$ cat config.mk
export PLATFORM = sky130hd
export DESIGN_NAME = bo_regfile_sb
export DESIGN_NICKNAME = d
export VERILOG_FILES = /design/src/rtl/bo_regfile_sb.sv
export SDC_FILE = /design/constraint.sdc
export NUM_CORES = 2
export LEC_CHECK = 0
export CORE_ASPECT_RATIO = 1.4
export CORE_UTILIZATION = 28
export DETAILED_ROUTE_END_ITERATION = 12
export MAX_ROUTING_LAYER = met4
export REMOVE_ABC_BUFFERS = 1
export SYNTH_ARGS = -nofsm -noshare
export SYNTH_HDL_FRONTEND = slang
export SYNTH_SLANG_ARGS = --single-unit
$ cat constraint.sdc
create_clock -name clk -period 55.6 [get_ports clk]
set_clock_uncertainty 0.1 [all_clocks]
set_input_delay 8.34 -clock clk [delete_from_list [all_inputs] [get_ports clk]]
set_output_delay 8.34 -clock clk [all_outputs]
set_load 0.02 [all_outputs]
$ cat src/rtl/bo_regfile_sb.sv
// Integer register file (2 async read ports, 1 write port, x0 = 0) with a write-pending scoreboard.
// Optional write-to-read bypass and same-cycle pend clear: define REGFILE_BYPASS_EN.
module bo_regfile_sb #(
    parameter int XLEN = 32,
    parameter int AW   = 5
) (
    input  logic            clk,
    input  logic            rst,
    input  logic [AW-1:0]   rs1_addr,
    input  logic [AW-1:0]   rs2_addr,
    output logic [XLEN-1:0] rs1_data,
    output logic [XLEN-1:0] rs2_data,
    input  logic            wr_en,
    input  logic [AW-1:0]   wr_addr,
    input  logic [XLEN-1:0] wr_data,
    input  logic            issue_en,
    input  logic [AW-1:0]   issue_rd,
    input  logic            issue_rs1_use,
    input  logic            issue_rs2_use,
    output logic            hazard,
    output logic [AW:0]     pend_cnt
);
    localparam int NREG = 1 << AW;

    logic [XLEN-1:0] regs [NREG];
    logic [NREG-1:0] pend;
    logic [NREG-1:0] pend_view;
    logic            wr_live;
    logic            do_set;
    logic            set_hit;
    logic            clr_hit;
    logic [AW:0]     pend_cnt_reg;

    assign wr_live = wr_en && (wr_addr != '0);
    assign regs[0] = '0;
    assign pend[0] = 1'b0;

    // Each register owns its data and pend bit; the set is applied last so it wins a same-edge clear.
    generate
        for (genvar gi = 1; gi < NREG; gi++) begin : g_reg
            logic [XLEN-1:0] data_reg;
            logic            pend_reg;

            always_ff @(posedge clk or posedge rst) begin
                if (rst) begin
                    data_reg <= '0;
                    pend_reg <= 1'b0;
                end else begin
                    if (wr_live && (wr_addr == AW'(gi))) begin
                        data_reg <= wr_data;
                        pend_reg <= 1'b0;
                    end
                    if (do_set && (issue_rd == AW'(gi))) begin
                        pend_reg <= 1'b1;
                    end
                end
            end

            assign regs[gi] = data_reg;
            assign pend[gi] = pend_reg;
        end
    endgenerate

`ifdef REGFILE_BYPASS_EN
    always_comb begin
        pend_view = pend;
        if (wr_live) begin
            pend_view[wr_addr] = 1'b0;
        end
    end

    assign rs1_data = (wr_live && (rs1_addr == wr_addr)) ? wr_data : regs[rs1_addr];
    assign rs2_data = (wr_live && (rs2_addr == wr_addr)) ? wr_data : regs[rs2_addr];
`else
    assign pend_view = pend;
    assign rs1_data  = regs[rs1_addr];
    assign rs2_data  = regs[rs2_addr];
`endif

    assign hazard = issue_en && ((issue_rs1_use && pend_view[rs1_addr]) ||
                                 (issue_rs2_use && pend_view[rs2_addr]) ||
                                 pend_view[issue_rd]);

    assign do_set = issue_en && !hazard && (issue_rd != '0);

    // Count only real bit transitions: a set+clear of one register leaves it pending.
    assign set_hit = do_set && !pend[issue_rd];
    assign clr_hit = wr_live && pend[wr_addr] && !(do_set && (issue_rd == wr_addr));

    always_ff @(posedge clk or posedge rst) begin
        if (rst) begin
            pend_cnt_reg <= '0;
        end else begin
            pend_cnt_reg <= pend_cnt_reg + (AW+1)'(set_hit) - (AW+1)'(clr_hit);
        end
    end

    assign pend_cnt = pend_cnt_reg;
endmodule

* Yosys cells after proc, flatten, opt, wreduce, memory -nomap -nowiden *
Cells that the tools add are included.
W data, S select, Z words.

word-level totals
  logic and storage cells = 322
  register bits = 1,029
  output and inout port bits = 71

operators by class
  bitwise logic cells = 2
  reduce and logical (&&, ||, !) cells = 110
  muxes and demuxes = 76
  $lt $le $gt $ge = 6
  equality and inequality tests = 63
  $add $sub $neg = 2

operators by type and width
  operator              number
  $bmux W32 S5          2
  $eq A5 B5 Y1 const B  32
  $mux W32              4
  $eq A5 B4 Y1 const B  16
  $logic_and A1 B1 Y1   72
  $mux W1               66
  $reduce_bool A2 Y1    31
  $eq A5 B3 Y1 const B  8
  $lt A5 B6 Y1 const B  4
  $bmux W1 S5           4
  $eq A5 B2 Y1 const B  4
  $ge A6 B6 Y1 const B  2
  $not A5 Y6            2
  $eq A5 B1 Y1 const B  2
  $reduce_bool A5 Y1    2
  $add A6 B1 Y6         1
  $sub A6 B1 Y6         1
  $eq A5 B5 Y1          1
  $logic_not A1 Y1      3
  $logic_or A1 B1 Y1    2

* Longest topological paths before layout *
  word-level depth = 13
  mapped depth = 17
  depth with buffers taken out = 13

* Least setup slack after synthesis *
OpenSTA, ideal clock, no wires.

  kind = input to output
  from = input rs2_addr[0]
  to = output rs2_data[12]
  arrival = 10,178 ps
  buffers on the path = 4
  stages = 8
  setup slack = 36,982 ps
  required time = 47,160 ps
  cells stage by stage = clkbuf_1 buf_6 buf_6 buf_4 mux4_2 mux4_2 nor2_1 nor2_1

on the way
  cells in the longest elaborated chain, start to end = 4

ends and longest elaborated chain
  what                                          line  RTL
  start: declaration                            10    input logic [AW-1:0] rs2_addr,
  $not A5 Y6 (implied by the code)              77    assign rs2_data = regs[rs2_addr];
  $bmux W32 S5                                  77
  $mux W32 (implied by the code) (2 in series)  77
  end: declaration                              12    output logic [XLEN-1:0] rs2_data,

Every way passes these cells. The select of a mux whose other input is x is not followed.

* Final worst setup path *
  from = input rs2_addr[1]
  to = output rs2_data[25]

The elaborated chain is that of the path after synthesis.

==> impl_metrics.yaml <==
drt:
  vias: 33000
  viasPerCell: 5.36
  first_pass_iters: 5
  drtIter0Drc: 2477
  routed_wl_um: 168000
  final_antenna_net_count: 0
  wl_per_cell_um: 27.3
  drc_errors: 0
placed_design:
  place_area_um2: 59400
  place_hpwl_um: 95100
  gp_congestion: 0.835
  io_buffers: 128
  place_inst: 5955
cts:
  ctsResizeCount: 0
  clk_pin_slew_worst_paths_ns: 0.06
  cts_setup_buffers: 0
  worstSkewPairLatency_ns: 0.71
  cts_buffers: 99
  cts_tree: "yes"
  h-tree-depth: 3
  cts_max_path_buffers: 3
  root_buffer: "clkbuf_16"
  postCtsHoldBufs: 0
  cts.sinks: 1029
logic_synthesis:
  synth-simple-area-share_pct: 1.99
  netlist.area_leader.share_pct: 46.1
  avgSynthCellArea_um2: 15.9
  ys_top_cells_by_area: "dfrtp_1 46%, mux4_2 24%, mux2_2 22%"
  synthXorXnorAreaFrac_pct: 0.0784
  synth_cells: 3519
  synth_edf_count: 0
  synthMuxAreaShare_pct: 46.6
  ys_seq_area_share_pct: 46.1
  ys_async_sr_fraction_pct: 100
  synth_area_um2: 55800
  synth.largest_area_cell: "dfrtp_1"
  synth_top_family_by_area: "multiplexers"
  yosys.area_share.adder_pct: 0.170
  ys_types: 54
  ys.flop_type: "dfrtp_1"
  synth-warning-count: 0
  ys_ff_latch: 1029
  synth_compound_area_share_pct: 1.83
die:
  row_count: 193
  core_area_um2: 198000
  die_area_um2: 201000
  ios: 129
  start_util_pct: 28.2
  die_x_um: 379
  die_y_um: 530
status:
  status: "finished, final reports clean"
power:
  p_leak_uw: 0.0259
  ir_drop_mv: 0.0243
  power_density_nw_per_um2: 35.6
cells_and_area:
  nNetsFinal: 3489
  largest_reg_flops: 992
  drive_gt1_share_pct: 55.7
  nFillCells: 19200
  final_cells: 6148
  postLayoutCellArea_um2: 62700
  areaGrowthSynthToFinish_pct: 12.3
global_routing:
  track_usage_pct: 17.4
  grt_max_degree: 174
  antenna_found_initial: 16
  grt_pass1_vias: 35500
  grt_overflow_total: 0
  grt_pass1_wl_um: 249000
sta:
  setup_viol: 0
  relSlewSlack_pct: 18.9
  fin_crit_sh_pct: 38.5
  finalCriticalPeriod_ns: 21.38
  tightest_slew_ns: 1.22
  max_freq_ghz: 0.0468
  drv_slew: 0
  rsz0062_at_grt: "false"
  hold_viol: 0
  setup_tns_ns: 0
  worst_hold_slack_ns: 0.407
setup_path:
  path_cells: "buf_8 -> buf_4 -> buf_12 -> buf_4 -> mux2_2 -> a22o_1 -> mux4_2 -> nor2_1 -> nor2_1 -> clkdlybuf4s50_1"
  crit_arrival_ns: 12.94
  cp_max_fo: 86
  critical_path_class: "input pin to output pin"
  critPathRequiredTime_ns: 47.16
  crit_path_end_kind: "output pin"
  slowest_delay_ns: 0.86
  worstSetupStartpointType: "input pin"
  worst_path_max_delay_cell: "buf_4"
  cp_top_family: "buffers and inverters"
  cp_num_buf_inv: 5
min_path:
  holdCritPathClass: "flop to flop"
job:
  maxCapViolCount: 0
==> report_power, final <==
group / leakage (uW) / switching [uW] / total, uW / internal [uW]
clock network: 0.00161 / 308 / 697 / 388
registers: 0.0131 / 110 / 1010 / 899
logic: 0.0112 / 201 / 525 / 324
total: 0.0259 / 619 / 2230 / 1610
==> cells in the mapped netlist, types with 4 or more instances <==
cell,count
mux4_2,605
o31ai_1,29
ha_1,6
mux2_1,21
clkbuf_1,171
a22o_1,64
nand4_1,16
nor2b_1,9
nand3b_1,5
buf_4,23
mux2i_1,7
buf_6,13
nor2_1,130
buf_2,111
dfrtp_1,1029
nand2b_1,9
buf_1,68
nor3_1,4
o21ai_0,15
inv_1,10
nand2_1,40
nand3_1,19
mux2_2,1072
xnor2_1,4
==> worst paths after layout <==
kind,from,to,slack [ns],cells after the start
max,rs2_addr[1],rs2_data[25],34.22,10
min,g_reg[10].data_reg[11],g_reg[10].data_reg[11],0.41,1
max reg2reg,g_reg[4].pend_reg,pend_cnt[4],51.34,13
min reg2reg,g_reg[10].data_reg[11],g_reg[10].data_reg[11],0.41,1
max in group asynchronous,rst,g_reg[30].data_reg[27],43.32,6
min in group asynchronous,rst,g_reg[27].data_reg[11],8.14,2
==> worst register-to-register path, cell delays in order, from the launching register on <==
cell	delay (ns)
dfrtp_1	0.45
mux4_2	0.48
nor4b_1	0.31
nor2_1	0.09
and2_1	0.55
or4_1	0.73
ha_1	0.31
inv_1	0.04
ha_1	0.20
fa_1	0.44
a21oi_1	0.17
nor2_1	0.06
nor2_1	0.13
xnor2_1	0.13
==> routing by layer <==
| metal | GRT usage, % | vias to the layer above | wire length [um] |
|---|---|---|---|
| li1 | - | 13500 | - |
| met4 | 6.04 | 0 | 6030 |
| met1 | 21.1 | 18200 | 68500 |
| met5 | - | - | 0 |
| met3 | 2.78 | 315 | 8200 |
| met2 | 29.1 | 896 | 85300 |
==> cells in the final DEF, fill, tap and decap left out, types with 27 or more instances in the layout <==
cell type        synthesis  routed
buf_4                   23      61
o31ai_1                 29      29
clkinv_2                 0      27
clkbuf_16                0     103
dfrtp_1               1029    1029
mux2_2                1072    1072
a22o_1                  64      64
clkdlybuf4s50_1          0     118
mux4_2                 605     605
nor2_1                 130     118
==> logic make-up (layout without fill, tap and decap cells) <==
family | count (synthesis) | in the layout
adders and majority gates | 7 | 7
xor gates and xnor gates | 5 | 5
AOI/OAI and AO/OA | 129 | 129
other | 0 | 16
DFF | 1029 | 1029
buffers and inverters | 397 | 378
and+or+nand+nor | 247 | 247
muxes | 1705 | 1705
==> stage by stage <==
stage          utilization [%]  setup slack, ns  total power (uW)
5_1_grt                   31.7            34.11              2340
4_1_cts                   31.7            34.19              2250
2_1_floorplan                -            18.20              1370
3_3_place_gp              30.0            34.20              1530
3_5_place_dp              30.0            34.19              1550
6_report                  31.7            34.22              2230
==> cell type report <==
class | instances | area, um2 | share of cell area (%)
Clock buffer | 130 | 2810 | 4.48
Tap cell | 2632 | 3290 | 5.25
Timing Repair Buffer | 190 | 1820 | 2.91
Clock inverter | 47 | 455 | 0.726
Multi-Input combinational cell | 2093 | 28500 | 45.4
Antenna cell | 16 | 40.0 | 0.0639
Sequential cell | 1029 | 25700 | 41.1
Inverter | 11 | 48.8 | 0.0778
No activity file was read; power rests on OpenSTA's default activity.
